<file path="src/rtl/video_pkg.sv">
// Shared constants for the character fetch path: geometry, address widths and
// the pixel phases at which each fetch step happens.
package video_pkg;
   localparam int CHAR_W  = 8;
   localparam int MA_W    = 14;
   localparam int CROM_AW = 11;

   localparam logic [2:0] PX_VRAM   = 3'd0;
   localparam logic [2:0] PX_VLATCH = 3'd1;
   localparam logic [2:0] PX_CROM   = 3'd2;
   localparam logic [2:0] PX_GLATCH = 3'd3;
   localparam logic [2:0] PX_LOAD   = 3'd7;

   // ROM address layout: charset select, 7-bit character code, scanline within glyph
   function automatic logic [CROM_AW-1:0] crom_index(input logic graphic,
                                                     input logic [6:0] code,
                                                     input logic [2:0] line);
      return {graphic, code, line};
   endfunction
endpackage

</file>
<file path="src/rtl/video_fetch_if.sv">
// Display-memory bus between the fetch engine (master) and the video RAM /
// character ROM (slave). Both memories answer one cycle after the address.
interface video_fetch_if;
   import video_pkg::*;

   logic [MA_W-1:0]    vram_addr;
   logic               vram_rd;
   logic [7:0]         vram_data;
   logic [CROM_AW-1:0] crom_addr;
   logic               crom_rd;
   logic [7:0]         crom_data;

   modport master (output vram_addr, vram_rd, crom_addr, crom_rd,
                   input  vram_data, crom_data);
   modport slave  (input  vram_addr, vram_rd, crom_addr, crom_rd,
                   output vram_data, crom_data);
endinterface

</file>
<file path="src/rtl/delay_line.sv">
// Fixed-length register delay line with synchronous clear; q is d delayed by
// DEPTH clocks.
module delay_line #(
   parameter int DEPTH = 8,
   parameter int WIDTH = 1
) (
   input  logic             clk,
   input  logic             rst,
   input  logic [WIDTH-1:0] d,
   output logic [WIDTH-1:0] q
);
   logic [WIDTH-1:0] taps [DEPTH];

   always_ff @(posedge clk) begin
      if (rst) begin
         for (int i = 0; i < DEPTH; i++) taps[i] <= '0;
      end else begin
         taps[0] <= d;
         for (int i = 1; i < DEPTH; i++) taps[i] <= taps[i-1];
      end
   end

   assign q = taps[DEPTH-1];
endmodule

</file>
<file path="src/rtl/video_fetch.sv">
// Character fetch and pixel serializer: walks MA/RA, reads VRAM then the
// character ROM, and shifts one pixel per clock, one character behind timing.
module video_fetch #(
   parameter int CHAR_W = 8,
   parameter int DELAY  = 8
) (
   input  logic                     pixel_clk,
   input  logic                     reset,
   input  logic                     h_active,
   input  logic                     v_active,
   input  logic                     h_sync,
   input  logic                     v_sync,
   input  logic [video_pkg::MA_W-1:0] start_addr,
   input  logic [7:0]               h_char_displayed,
   input  logic [4:0]               v_char_height,
   input  logic                     graphic,
   video_fetch_if.master            mem,
   output logic                     video,
   output logic                     h_sync_out,
   output logic                     v_sync_out
);
   import video_pkg::*;

   logic [2:0]        px;
   logic              line_ok;
   logic              h_active_q;
   logic              fetch;
   logic [MA_W-1:0]   ma;
   logic [MA_W-1:0]   row_start;
   logic [4:0]        ra;
   logic [7:0]        char_q;
   logic [7:0]        glyph_q;
   logic              inv_q;
   logic              inv;
   logic [CHAR_W-1:0] shift;
   logic              active_d;
   logic [1:0]        sync_d;

   // After a reset the rest of the current line is ignored; fetching restarts
   // only once h_active has been seen low.
   assign fetch = h_active & v_active & line_ok;

   always_ff @(posedge pixel_clk) begin
      if (reset) begin
         px         <= '0;
         line_ok    <= 1'b0;
         h_active_q <= 1'b0;
         ma         <= '0;
         row_start  <= '0;
         ra         <= '0;
         char_q     <= '0;
         glyph_q    <= '0;
         inv_q      <= 1'b0;
         inv        <= 1'b0;
         shift      <= '0;
      end else begin
         h_active_q <= h_active;
         if (!h_active) line_ok <= 1'b1;

         if (!h_active || !line_ok) px <= '0;
         else                       px <= px + 3'd1;

         if (!h_active)            ma <= row_start;
         else if (px == PX_LOAD)   ma <= ma + MA_W'(1);

         if (!v_active) begin
            row_start <= start_addr;
            ra        <= '0;
         end else if (h_active_q && !h_active) begin
            if (ra == v_char_height) begin
               ra        <= '0;
               row_start <= row_start + MA_W'(h_char_displayed);
            end else begin
               ra <= ra + 5'd1;
            end
         end

         if (fetch && px == PX_VLATCH) char_q <= mem.vram_data;

         // Scanlines beyond the 8-line glyph are spacing and stay dark.
         if (fetch && px == PX_GLATCH) begin
            glyph_q <= (ra > 5'd7) ? 8'h00 : mem.crom_data;
            inv_q   <= char_q[7];
         end

         if (fetch && px == PX_LOAD) begin
            shift <= CHAR_W'(glyph_q);
            inv   <= inv_q;
         end else begin
            shift <= shift << 1;
         end
      end
   end

   assign mem.vram_addr = ma;
   assign mem.vram_rd   = fetch && (px == PX_VRAM);
   assign mem.crom_rd   = fetch && (px == PX_CROM);
   assign mem.crom_addr = crom_index(graphic, char_q[6:0], ra[2:0]);

   delay_line #(.DEPTH(DELAY), .WIDTH(2)) sync_dl (
      .clk (pixel_clk),
      .rst (reset),
      .d   ({h_sync, v_sync}),
      .q   (sync_d)
   );

   delay_line #(.DEPTH(DELAY), .WIDTH(1)) active_dl (
      .clk (pixel_clk),
      .rst (reset),
      .d   (h_active & v_active),
      .q   (active_d)
   );

   assign {h_sync_out, v_sync_out} = sync_d;
   assign video = (shift[CHAR_W-1] ^ inv) & active_d;
endmodule
</file>
<file path="src/flat_wrapper.sv">
// flat-port wrapper written by rule: the top's interface ports become plain ports
module video_fetch_flat import video_pkg::*;
#(
   parameter int CHAR_W = 8,
   parameter int DELAY  = 8
)
  (pixel_clk, reset, h_active, v_active, h_sync, v_sync, start_addr, h_char_displayed, v_char_height, graphic, video, h_sync_out, v_sync_out, mem_vram_addr, mem_vram_rd, mem_crom_addr, mem_crom_rd, mem_vram_data, mem_crom_data);
  video_fetch_if mem_i ();
  input  logic pixel_clk;
  input  logic reset;
  input  logic h_active;
  input  logic v_active;
  input  logic h_sync;
  input  logic v_sync;
  input  logic [video_pkg::MA_W-1:0] start_addr;
  input  logic [7:0] h_char_displayed;
  input  logic [4:0] v_char_height;
  input  logic graphic;
  output logic video;
  output logic h_sync_out;
  output logic v_sync_out;
  output wire logic [$bits(mem_i.vram_addr)-1:0] mem_vram_addr;
  output wire logic [$bits(mem_i.vram_rd)-1:0] mem_vram_rd;
  output wire logic [$bits(mem_i.crom_addr)-1:0] mem_crom_addr;
  output wire logic [$bits(mem_i.crom_rd)-1:0] mem_crom_rd;
  input wire logic [$bits(mem_i.vram_data)-1:0] mem_vram_data;
  input wire logic [$bits(mem_i.crom_data)-1:0] mem_crom_data;
  assign mem_vram_addr = mem_i.vram_addr;
  assign mem_vram_rd = mem_i.vram_rd;
  assign mem_crom_addr = mem_i.crom_addr;
  assign mem_crom_rd = mem_i.crom_rd;
  assign mem_i.vram_data = mem_vram_data;
  assign mem_i.crom_data = mem_crom_data;
  video_fetch #(.CHAR_W(CHAR_W), .DELAY(DELAY)) u_core (.pixel_clk(pixel_clk), .reset(reset), .h_active(h_active), .v_active(v_active), .h_sync(h_sync), .v_sync(v_sync), .start_addr(start_addr), .h_char_displayed(h_char_displayed), .v_char_height(v_char_height), .graphic(graphic), .mem(mem_i), .video(video), .h_sync_out(h_sync_out), .v_sync_out(v_sync_out));
endmodule
</file>
<file path="config.mk">
export PLATFORM = sky130hd
export DESIGN_NAME = video_fetch_flat
export DESIGN_NICKNAME = d
export VERILOG_FILES = /design/src/rtl/video_pkg.sv /design/src/rtl/video_fetch_if.sv /design/src/rtl/delay_line.sv /design/src/rtl/video_fetch.sv /design/src/flat_wrapper.sv
export SDC_FILE = /design/constraint.sdc
export NUM_CORES = 1
export LEC_CHECK = 0
export CAP_MARGIN = 20
export CORE_UTILIZATION = 55
export DETAILED_ROUTE_END_ITERATION = 12
export PLACE_DENSITY = 0.85
export SYNTH_ARGS = -nofsm -noshare
export SYNTH_HDL_FRONTEND = slang
export SYNTH_SLANG_ARGS = --single-unit
</file>
<file path="constraint.sdc">
create_clock -name pixel_clk -period 6.24 [get_ports pixel_clk]
set_input_delay 0.624 -clock pixel_clk [delete_from_list [all_inputs] [get_ports pixel_clk]]
set_output_delay 0.624 -clock pixel_clk [all_outputs]
set_load 0.02 [all_outputs]
</file>
# ---- Word-level counts from Yosys, hierarchy flattened
# Memory sizes are Yosys's and may differ from the RTL's.
# Cells that the tools add are included.
dict set report word_totals {
  word_cells 90
  mem_count 2
  ramBits 24
  reg_bits 64
  in_bits 50
  out_inout_bits 30
}
# name words width rd rd_ports_with_merged_regs wr line_no
set mem_list {}
lappend mem_list {u_core.sync_dl.taps 8 2 8 0 8 delay_line.sv:12} ;# logic [WIDTH-1:0] taps [DEPTH];
lappend mem_list {u_core.active_dl.taps 8 1 8 0 8 delay_line.sv:12}
dict set report classes {
  magnitude_cmp 1
  reduce_logical 14
  n_eq_ne 8
  addsub 4
  n_bitwise 22
  muxes 27
}
# op count
set op_table {}
lappend op_table {{$mux W14} 5}
lappend op_table {{$mux W2} 8}
lappend op_table {{$mux W8} 2}
lappend op_table {{$or A1 B1 Y1} 16}
lappend op_table {{$add A14 B1 Y14 const B} 1}
lappend op_table {{$add A14 B8 Y14} 1}
lappend op_table {{$mux W1} 11}
lappend op_table {{$eq A3 B2 Y1 const B} 2}
lappend op_table {{$logic_and A1 B1 Y1} 6}
lappend op_table {{$ne A2 B1 Y1 const B} 3}
lappend op_table {{$reduce_or A2 Y1} 3}
lappend op_table {{$add A5 B1 Y5 const B} 1}
lappend op_table {{$eq A5 B5 Y1} 1}
lappend op_table {{$gt A5 B3 Y1 const B} 1}
lappend op_table {{$mux W5} 1}
lappend op_table {{$add A3 B1 Y3 const B} 1}
lappend op_table {{$and A1 B1 Y1} 3}
lappend op_table {{$eq A3 B1 Y1 const B} 1}
lappend op_table {{$eq A3 B3 Y1 const B} 1}
lappend op_table {{$logic_not A3 Y1} 1}
lappend op_table {{$logic_not A1 Y1} 2}
lappend op_table {{$not A1 Y1} 2}
lappend op_table {{$reduce_and A2 Y1} 1}
lappend op_table {{$logic_or A1 B1 Y1} 1}
lappend op_table {{$xor A1 B1 Y1} 1}

# ---- Logic depth before layout (Yosys ltp)
# Gate-level depths: netlist of run 1.
dict set report depth {
  word_depth 5
  ltp_mapped 8
  depth_no_buf 7
}

# ---- Modules after synthesis
# Synthesis of run 1 repeated with hierarchy kept, for this count alone.
dict set report unflattened {
  cells_unflattened 434
  hier_area_um2 3907.5
}
# module area_each_um2 n_inst cells_per_inst seq_area_each_um2
set by_module_without_submodules {}
lappend by_module_without_submodules {video_fetch 3233.1 1 385 1281.2}
lappend by_module_without_submodules {{delay_line (u_core.sync_dl)} 464.2 1 33 320.3}
lappend by_module_without_submodules {{delay_line (u_core.active_dl)} 210.2 1 16 160.2}

# ---- Least setup slack after synthesis of run 1
# No wires, ideal clock.
dict set report synth_timing {
  path_type {input port to flip-flop}
  start {input port h_char_displayed[7]}
  end {register u_core.row_start[13]}
  t_arrival_ps 2266
  path_buffers 1
  slack_ps 3912
  cell_stages 7
  setup_ps 62
  required_time_ps 6178
  cell_sequence {ha_1 > buf_4 > and3_1 > or3b_1 > and2_2 > or4_1 > nand3_1}
}
dict set report synth_via {
  elab_chain_len 4
}
# item line_no
set synth_rtl {}
lappend synth_rtl {{from (decl)} flat_wrapper.sv:16} ;# input logic [7:0] h_char_displayed;
lappend synth_rtl {{$add A14 B8 Y14} video_fetch.sv:72} ;# row_start <= row_start + MA_W'(h_char_displayed);
lappend synth_rtl {{$mux W14} video_fetch.sv:70} ;# if (ra == v_char_height) begin
lappend synth_rtl {{$mux W14} video_fetch.sv:69} ;# end else if (h_active_q && !h_active) begin
lappend synth_rtl {{$mux W14} video_fetch.sv:66} ;# if (!v_active) begin
lappend synth_rtl {{to (signal assigned)} video_fetch.sv:67} ;# row_start <= start_addr;
lappend synth_rtl {{to (signal assigned)} video_fetch.sv:72}
lappend synth_rtl {{to (decl)} video_fetch.sv:29} ;# logic [MA_W-1:0] row_start;
# Every way passes these cells. The select of a mux whose other input is x is not followed.
# A chain may end at the register's enable or synchronous reset.

# ---- Worst setup path in the final report of run 1
dict set report layout_timing {
  start {input port h_active}
  end {output port mem_crom_rd}
}
dict set report layout_via {
  elab_chain_len 3
}
# item line_no
set layout_rtl {}
lappend layout_rtl {{from (decl)} flat_wrapper.sv:11} ;# input logic h_active;
lappend layout_rtl {{$and A1 B1 Y1 (2 in a row)} video_fetch.sv:41} ;# assign fetch = h_active & v_active & line_ok;
lappend layout_rtl {{$logic_and A1 B1 Y1} video_fetch.sv:97} ;# assign mem.crom_rd = fetch && (px == PX_CROM);
lappend layout_rtl {{to (decl)} flat_wrapper.sv:25} ;# output wire logic [$bits(mem_i.crom_rd)-1:0] mem_crom_rd;
# Every way passes these cells.

==> out/qor.csv, run 1 <==
metric;value;unit
status;finished, final reports clean;
post_cts.repair.setup_buffers;0;
dp_slack;2.55;ns
cp_cell_sequence;clkdlybuf4s50_1 > and3_1 > and3_1 > clkdlybuf4s50_1;
chipWidth;86.7;microns
drive_gt1_frac;0.0487;
worstMarginPinSlew;1.01;ns
maxCapViolCount;0;
ys_ff_latch;88;
min_path_type;register to register;
grt.overflow.total;0;
cts_max_level;3;
core_area;6870;sq um
gp_congestion;0.822;
drt_first_pass_iters;4;
multi_input_area;1960;sq um
stdcell_count;589;
p_leak;1.77;nW
seq_area_frac_synth;0.447;
nets;555;
syn_avg_cell_area;9.11;sq um
grt_usage;0.222;
worstSetupStartpointType;primary input;
synth_top_area_frac;0.447;
syn_area;3940;sq um
grt_use_met3;0.0343;
antenna_found_initial;0;
clock_latency;0.36;ns
portBuffers;77;
synth.most_common_cell;dfxtp_1;
cpPeakStageDelay;1.14;ns
netlist-cell-type-count;50;
cts_made_buffers;9;
nFillCells;523;
areaGrowthSynthToFinish;22.7;%
slew_headroom;0.323;
synth-edff-count;0;
cts.sinks;88;
yosys_warnings;0;
period_share;0.574;
busiest_layer;met2;
ioPinCount;80;
cts_resized;0;
dieArea;7510;sq um
routed_via_density;5.41;
power;1.12;mW
wl_per_cell;13.5;microns
cts_root_buf;clkbuf_8;
worstPathBufferInverterCount;2;
finalInstanceArea;4840;sq um
critical_path_peak_fanout;32;
hold_viol_final;0;
yosys.area.top_type;dfxtp_1;
fin_tns_setup;0;ns
first_iter_violations;159;
synth_commonest_cells;dfxtp_1, nand2_1, nor2_1, nor2b_1;
cp-end-kind;primary output;
place_area;4640;sq um
gr-usage-met2;0.366;
setup_viol_count_final;0;
start_util;0.574;
yosys-top-cells-area;dfxtp_1, ha_1, nand2_1, nor2_1, nor2b_1;
ant_nets;0;
grt_pass1_vias;2979;
worst_slack;2.66;ns
grt_use_met1;0.277;
grt_setup_unrepaired;no;
ir_drop;0.000109;V
slew_violations;0;
cts_tree;done;
synthFlopType;dfxtp_1;
fp.dieH;86.7;microns
fin_util;0.704;
drc;0;
synthCells;433;
cts.clk_slew.worst_paths;0.09;ns
rows;30;
async_reset_ff_frac;0;
worst-setup-path-type;primary input to primary output;
grt_max_degree;81;
drt-total-wl;7.95;mm
required;5.62;ns
fin_hold_ws;0.436;ns
synth_nets;500;
max_freq;279;MHz
crit_family;buffers and inverters;
crit_slowest_cell;clkdlybuf4s50_1;
ctsHoldBuffers;0;
diodes;0;
critPathArrivalTime;2.96;ns
dp_hpwl;5.73;mm
ctsLongestPathBuffers;2;
fin_skew;0.0112;ns
grt_pass1_wl;13.2;mm
dp.cells;573;
ff_latch_area;1760;sq um
cellPowerDensity;232;nW/um^2
vias;3186;
min_period;3.58;ns
## flip-flops by register name (all words and copies together), names as in the netlist
register / count
u_core.mem.vram_addr: 14
u_core.sync_dl.taps: 16
u_core.glyph_q: 8
u_core.px: 3
u_core.char_q: 8
u_core.row_start: 14
u_core.ra: 5
u_core.inv_q: 1
u_core.line_ok: 1
u_core.h_active_q: 1
u_core.active_dl.taps: 8
u_core.shift: 8
u_core.inv: 1
## path summary, 6_finish.rpt
kind,slack (ns),end,cells past startpoint,start
max,2.66,mem_crom_rd,4,h_active
min,0.44,u_core.shift[6],2,u_core.shift[5]
max reg2reg,3.98,u_core.mem.vram_addr[13],7,u_core.px[0]
min reg2reg,0.44,u_core.shift[6],2,u_core.shift[5]
## where the power goes
part / total, mW / internal, mW / switching, mW
Combinational: 0.139 / 0.0725 / 0.0666
Clock: 0.389 / 0.187 / 0.201
Sequential: 0.593 / 0.577 / 0.0159
Total: 1.12 / 0.837 / 0.284
## routing by layer
layer | wire (microns) | up-vias
met4 | 271 | 0
met1 | 3560 | 1455
met3 | 364 | 27
met2 | 3760 | 102
met5 | 0 | -
li1 | - | 1602
## placed cells by master (no fill, tap or decap), types with 2 or more instances in the layout
| cell | synthesis | layout |
|---|---|---|
| clkdlybuf4s50_1 | 0 | 76 |
| inv_6 | 0 | 2 |
| nand4_1 | 9 | 9 |
| and4_1 | 2 | 2 |
| a21oi_1 | 21 | 21 |
| and3_1 | 7 | 7 |
| o211ai_1 | 2 | 2 |
| inv_1 | 6 | 6 |
| mux2i_1 | 7 | 7 |
| a311oi_1 | 5 | 5 |
| o21ai_0 | 6 | 6 |
| clkbuf_8 | 0 | 9 |
| nor2b_1 | 26 | 26 |
| a22oi_1 | 8 | 8 |
| ha_1 | 16 | 16 |
| nor2_1 | 45 | 45 |
| nand3_1 | 16 | 16 |
| xor2_1 | 15 | 15 |
| dfxtp_1 | 88 | 88 |
| clkinvlp_4 | 0 | 2 |
| a21o_1 | 6 | 6 |
| nor3b_1 | 2 | 2 |
| nand2b_1 | 2 | 2 |
| or3_1 | 2 | 2 |
| xnor2_1 | 14 | 14 |
| a211oi_1 | 21 | 21 |
| and2_1 | 4 | 4 |
| nand2_1 | 46 | 46 |
## worst register-to-register path, stage by stage (launching register included)
cell      delay (ns)
dfxtp_1         0.40
ha_1            0.21
ha_1            0.32
nand4_1         0.15
nor2_1          0.35
nand3_1         0.19
or3_1           0.33
a311oi_1        0.23
## kinds of logic (layout without fill, tap and decap cells)
kind of cell             count (synthesis)  after routing  share of synthesized area
flip-flops                              88             88                      0.447
AND/OR/NAND/NOR                        169            169                      0.213
adder cells (fa/ha/maj)                 17             17                     0.0559
AO/OA/AOI/OAI                           83             83                      0.148
multiplexers                             7              7                     0.0178
buffers and inverters                   40            100                     0.0549
XOR/XNOR                                29             29                     0.0644
## cell type report
| class | count | share of cell area |
|---|---|---|
| multi-input combinational | 305 | 0.406 |
| sequential | 88 | 0.364 |
| timing repair buffer | 78 | 0.160 |
| clock buffer | 10 | 0.0264 |
| tap | 96 | 0.0248 |
| clock inverter | 6 | 0.0140 |
| inverter | 6 | 0.00466 |
No activity file was read; power rests on OpenSTA's default activity.
==> inputs of run 2 (changes only) <==
- CORE_UTILIZATION: 55 -> 51
- PLACE_DENSITY: 0.85 -> 0.79
- clock period: 6.24 -> 3.8 ns (I/O delays scaled with it)
==> run 2 against run 1 <==
- clock power grew 68%
- critical path type unchanged
- global-route usage fell by 0.20 points
- sequential power up 64%
==> out/qor.csv, run 2 (synthesized netlist as in run 1, its figures left out) <==
metric;value;unit;change
status;finished, final reports clean;;unchanged
dp.cells;578;;was 573
fin_skew;0.00546;ns;was 0.0112 ns
drt-total-wl;8.37;mm;was 7.95 mm
setup_viol_count_final;0;;unchanged
worstMarginPinSlew;0.792;ns;was 1.01 ns
grt.overflow.total;0;;unchanged
grt_pass1_vias;3034;;was 2979
slew_violations;0;;unchanged
critPathLaunch;h_active;;unchanged
stdcell_count;595;;was 589
fin_tns_setup;0;ns;unchanged
min_path_type;register to register;;unchanged
p_clk_frac;0.351;;was 0.347
worst-setup-path-type;primary input to primary output;;unchanged
dp_hpwl;6.02;mm;was 5.73 mm
core_area;7370;sq um;was 6870 sq um
slew_headroom;0.470;;was 0.323
cts.sinks;88;;unchanged
nets;558;;was 555
cts_max_level;3;;unchanged
maxCapViolCount;0;;unchanged
post_cts.repair.setup_buffers;0;;unchanged
cp-end-kind;primary output;;unchanged
gp_congestion;0.824;;was 0.822
intPower;1.39;mW;was 0.837 mW
drc;0;;unchanged
ff_latch_area;1760;sq um;unchanged
r2r_start;u_core.row_start[0];;was u_core.px[0]
ctsLongestPathBuffers;2;;unchanged
final_common_cell;dfxtp_1;;unchanged
drt_first_pass_iters;4;;unchanged
seqPwrFrac;0.524;;was 0.529
first_iter_violations;160;;was 159
rrSetupSlack;1.42;ns;was 3.98 ns
critical_path_peak_fanout;31;;was 32
chipWidth;89.9;microns;was 86.7 microns
p_leak;1.79;nW;was 1.77 nW
crit_end;mem_vram_rd;;was mem_crom_rd
cts_resized;0;;unchanged
max_freq;379;MHz;
ioPinCount;80;;unchanged
routed_via_density;5.41;;about the same
required;3.42;ns;was 5.62 ns
worstReg2RegEnd;u_core.row_start[12];;was u_core.mem.vram_addr[13]
cts_tree;done;;unchanged
cts_made_buffers;9;;unchanged
clock_latency;0.35;ns;was 0.36 ns
ir_drop;0.000201;V;was 0.000109 V
worst_slack;1.16;ns;was 2.66 ns
diodes;0;;unchanged
nFillCells;608;;was 523
place_area;4660;sq um;was 4640 sq um
cts.clk_slew.worst_paths;0.09;ns;about the same
critPathArrivalTime;2.26;ns;was 2.96 ns
grt_pass1_wl;14.4;mm;was 13.2 mm
hold_viol_final;0;;unchanged
period_share;0.693;;
worstSetupStartpointType;primary input;;unchanged
start_util;0.535;;was 0.574
hold_depth;1;;was 2
portBuffers;77;;unchanged
grt_usage;0.220;;was 0.222
top_register;u_core.sync_dl.taps;;unchanged
p_switching;0.467;mW;was 0.284 mW
cellPowerDensity;381;nW/um^2;was 232 nW/um^2
finalInstanceArea;4890;sq um;was 4840 sq um
ant_nets;0;;unchanged
power;1.86;mW;was 1.12 mW
mostFrequentLayoutCells;dfxtp_1, clkdlybuf4s50_1, nand2_1;;unchanged
largest_reg_flops;16;;unchanged
rows;31;;was 30
rr_worst_depth;7;;unchanged
power.share.combinational;0.126;;was 0.124
dieArea;8090;sq um;was 7510 sq um
areaGrowthSynthToFinish;23.9;%;was 22.7%
min_period;2.64;ns;
fp.dieH;89.9;microns;was 86.7 microns
wl_per_cell;14.1;microns;was 13.5 microns
grt_setup_unrepaired;no;;unchanged
dp_slack;1.02;ns;was 2.55 ns
multi_input_area;1960;sq um;unchanged
ctsHoldBuffers;0;;unchanged
vias;3216;;was 3186
grt_max_degree;65;;was 81
cts_root_buf;clkbuf_8;;unchanged
antenna_found_initial;0;;unchanged
swShare;0.251;;was 0.253
drive_gt1_frac;0.0565;;was 0.0487
## run 2: power by group through the flow
stage / Sequential (mW) / Clock [mW] / Combinational [mW]
after global routing: 0.979 / 0.708 / 0.257
after floorplan: 1.00 / 0 / 0.126
after global placement: 0.995 / 0 / 0.224
final: 0.975 / 0.653 / 0.234
after CTS: 0.974 / 0.668 / 0.231
after detailed placement: 0.996 / 0 / 0.230
## run 2: layout make-up
type | count | share of cell area
Multi-Input combinational cell | 305 | 0.402
Clock inverter | 6 | 0.0138
Sequential cell | 88 | 0.361
Timing Repair Buffer | 81 | 0.165
Inverter | 6 | 0.00461
Clock buffer | 10 | 0.0282
Tap cell | 99 | 0.0254
## run 2: worst min-delay path by stage
stage                                  endpoint  slack, ns                        start
global placement    u_core.active_dl.taps[1][0]       0.42  u_core.active_dl.taps[0][3]
detailed placement  u_core.active_dl.taps[0][3]       0.42  u_core.active_dl.taps[0][2]
CTS                 u_core.active_dl.taps[0][3]       0.44  u_core.active_dl.taps[0][2]
finish              u_core.active_dl.taps[0][3]       0.44  u_core.active_dl.taps[0][2]
global route          u_core.sync_dl.taps[1][7]       0.45                        reset
floorplan           u_core.active_dl.taps[0][1]       0.41  u_core.active_dl.taps[0][0]
## run 2: metrics by stage
step / utilization / hold slack (ns)
after floorplan: - / 0.414
after global placement: 0.632 / 0.421
after detailed placement: 0.632 / 0.422
after CTS: 0.660 / 0.437
after global routing: 0.663 / 0.451
final: 0.663 / 0.440
## run 2: critical path, stage by stage
cell	delay, ns
clkdlybuf4s50_1	0.47
buf_4	0.29
and3_1	0.32
and3_1	0.18
clkdlybuf4s50_1	0.60
## run 2: metal layers
metal  GRT usage  part of all wire
met1       0.290              0.47
met2       0.347              0.47
met3      0.0482             0.046
met4      0.0981             0.014
met5           0                 0
==> RTL edit: new RTL, settings of run 2 <==
Put a register stage on the output `v_sync_out`, cleared by the reset. The value now appears one clock later. The other outputs are not delayed to match.
--- a/src/rtl/video_fetch.sv
+++ b/src/rtl/video_fetch.sv
@@ -22,2 +22,4 @@
    import video_pkg::*;
+
+   logic v_sync_d;
 
@@ -113,4 +115,12 @@
 
-   assign {h_sync_out, v_sync_out} = sync_d;
+   assign {h_sync_out, v_sync_d} = sync_d;
    assign video = (shift[CHAR_W-1] ^ inv) & active_d;
+   always_ff @(posedge pixel_clk) begin
+      if (reset) begin
+         v_sync_out <= '0;
+      end else begin
+         v_sync_out <= v_sync_d;
+      end
+   end
+
 endmodule
Behaviour: not the same (Yosys sat finds a counterexample within 10 cycles, from zero or initial values and one cycle with reset high).
==> RTL edit against run 2 <==
Combinational power fell by 3%. First-iteration DRC count fell by 32%. Area after synthesis rose by 0.79%. Setup slack got worse by 0.0072 ns. Power fell by 2.6%. Maximum frequency fell by 0.27%. Core utilization fell by 0.28 points. Design area rose by 0.10%. Sequential cell count rose by 1. Routed wire length fell by 2.3%.
==> RTL edit: results (changes against run 2) <==
| Metric | Value |
|---|---|
| Leak pwr | `1.85 nW (was 1.79 nW)` |
| Syn nets | `518 (was 500)` |
| Reg2reg setup slack | `1.49 ns (was 1.42 ns)` |
| Synth async-reset ratio | `0 (unchanged)` |
| Top reg by flops | `u_core.sync_dl.taps (unchanged)` |
| CP Max Fanout | `32 (was 31)` |
| Mean Syn Cell Area | `8.81 sq um (was 9.11 sq um)` |
| Hold path cells | `2 (was 1)` |
| Skew-Pair Late Insertion Delay | `0.35 ns (about the same)` |
| GR Util All Layers | `0.205 (was 0.220)` |
| Dpl cells | `595 (was 578)` |
| HP Class | `reg2reg (unchanged)` |
| Status | `finished clean (unchanged)` |
| IO buf count | `77 (unchanged)` |
| Critical path's largest stage delay | `0.59 ns` |
| Number of CTS-inserted buffers | `9 (unchanged)` |
| Drt first-iter violations | `109 (was 160)` |
| R2r worst-path depth | `7 (unchanged)` |
| Fin Hold WS | `0.442 ns (was 0.440 ns)` |
| Peak VDD IR | `187 uV (was 201 uV)` |
| First-pass GRT wire length | `13700 um (was 14400 um)` |
| Relative slew slack | `0.621 (was 0.470)` |
| Skew final | `0.0108 ns (was 0.00546 ns)` |
| DR vias | `3292 (was 3216)` |
| Worst hold start | `u_core.shift[2] (was u_core.active_dl.taps[0][2])` |
| Number of global-route vias before repair | `3094 (was 3034)` |
| Register area share after synthesis | `0.448 (was 0.447)` |
| Max FFs per register | `16 (unchanged)` |
| R2r startpoint | `u_core.px[0] (was u_core.row_start[0])` |
| Total Wirelength | `8180 um (was 8370 um)` |
| Post-Layout Cell Count | `611 (was 595)` |
| Layout Nets | `574 (was 558)` |
| Reg clk slew, reported paths | `0.08 ns` |
| Cell variety after synth | `46 (was 50)` |
| Syn. warnings | `0 (unchanged)` |
| N_diodes | `0 (unchanged)` |
| Maximum clock insertion buffer count | `2 (unchanged)` |
| Share of cells above drive strength 1 | `0.0527 (was 0.0565)` |
| Gpl congestion | `0.878 (was 0.824)` |
| Worst hold path endpoint | `u_core.shift[3] (was u_core.active_dl.taps[0][3])` |
| Most frequent cells after synthesis | `dfxtp_1, nor2_1, nand2_1 (was dfxtp_1, nand2_1, nor2_1)` |
| Dpl hpwl | `5960 um (was 6020 um)` |
| Initial antenna violation count | `0 (unchanged)` |
| Largest net degree at the start of global routing | `52 (was 65)` |
| Reg2Reg Capture Point | `u_core.mem.vram_addr[11] (was u_core.row_start[12])` |
| Main area contributors after synthesis | `dfxtp_1, nor2_1, ha_1, nand2_1, nor2b_1 (was dfxtp_1, ha_1, nand2_1, nor2_1, nor2b_1)` |
| CTS resizes | `0 (unchanged)` |
| Net switching fraction of the power | `0.271 (was 0.251)` |
| Htree depth | `3 (unchanged)` |
RTL edit: cell count changes after synthesis, sizes merged, moves of 3 or more:
cell | before | now
a21oi | 21 | 24
nor2 | 45 | 57
mux2i | 7 | 4
a311oi | 5 | 8
xnor2 | 14 | 7
a211oi | 22 | 18
a21o | 7 | 4
and3 | 7 | 13
nand2 | 46 | 53
nor3 | 1 | 4
RTL edit: kinds of logic after synthesis:
| group | after synthesis | share of synthesized area |
|---|---|---|
| flip-flops | 89 | 0.448 |
| XOR/XNOR | 24 | 0.0548 |
| multiplexers | 4 | 0.0101 |
| AND/OR/NAND/NOR | 192 | 0.233 |
| AO/OA/AOI/OAI | 82 | 0.145 |
| buffers and inverters | 43 | 0.0532 |
| adder cells (fa/ha/maj) | 17 | 0.0554 |
RTL edit: worst max path at each step:
stage / start / endpoint / slack (ns) / depth (start not counted)
global route: h_active / mem_vram_rd / 1.05 / 5
floorplan: h_char_displayed[0] / u_core.row_start[10] / 1.62 / 7
finish: h_active / mem_crom_rd / 1.16 / 5
CTS: h_active / mem_crom_rd / 1.16 / 5
global placement: h_char_displayed[0] / u_core.row_start[10] / 1.10 / 8
detailed placement: h_char_displayed[0] / u_core.row_start[10] / 1.03 / 8
RTL edit: metrics by stage:
stage	worst slack [ns]	area, sq um
after floorplan	1.62	3970
after global routing	1.05	4890
after global placement	1.10	4700
after detailed placement	1.03	4700
final	1.16	4890
after CTS	1.16	4890
RTL edit: layout make-up:
class	count	area, sq um
multi-input cells	319	1980
clock buffers	9	124
well taps	99	124
fillers	619	2520
repair buffers	80	788
flip-flops and latches	89	1780
inverters	8	30.0
clock inverters	7	62.6
RTL edit: routing by layer:
layer  part of all wire  track usage
met1               0.46        0.266
met2               0.46        0.328
met3              0.059       0.0547
met4              0.016       0.0753
met5                  0            0
RTL edit: power groups by stage:
stage / sequential [W] / clock [W] / combinational, W
floorplan: 0.00101 / 0 / 0.000120
finish: 0.000985 / 0.000602 / 0.000226
global placement: 0.00101 / 0 / 0.000219
CTS: 0.000985 / 0.000612 / 0.000226
global route: 0.000990 / 0.000655 / 0.000246
detailed placement: 0.00101 / 0 / 0.000224
RTL edit: worst min-delay path: stages, from the launching register on:
cell and delay [ns]:
dfxtp_1 0.30, nand2_1 0.04, a21oi_1 0.05
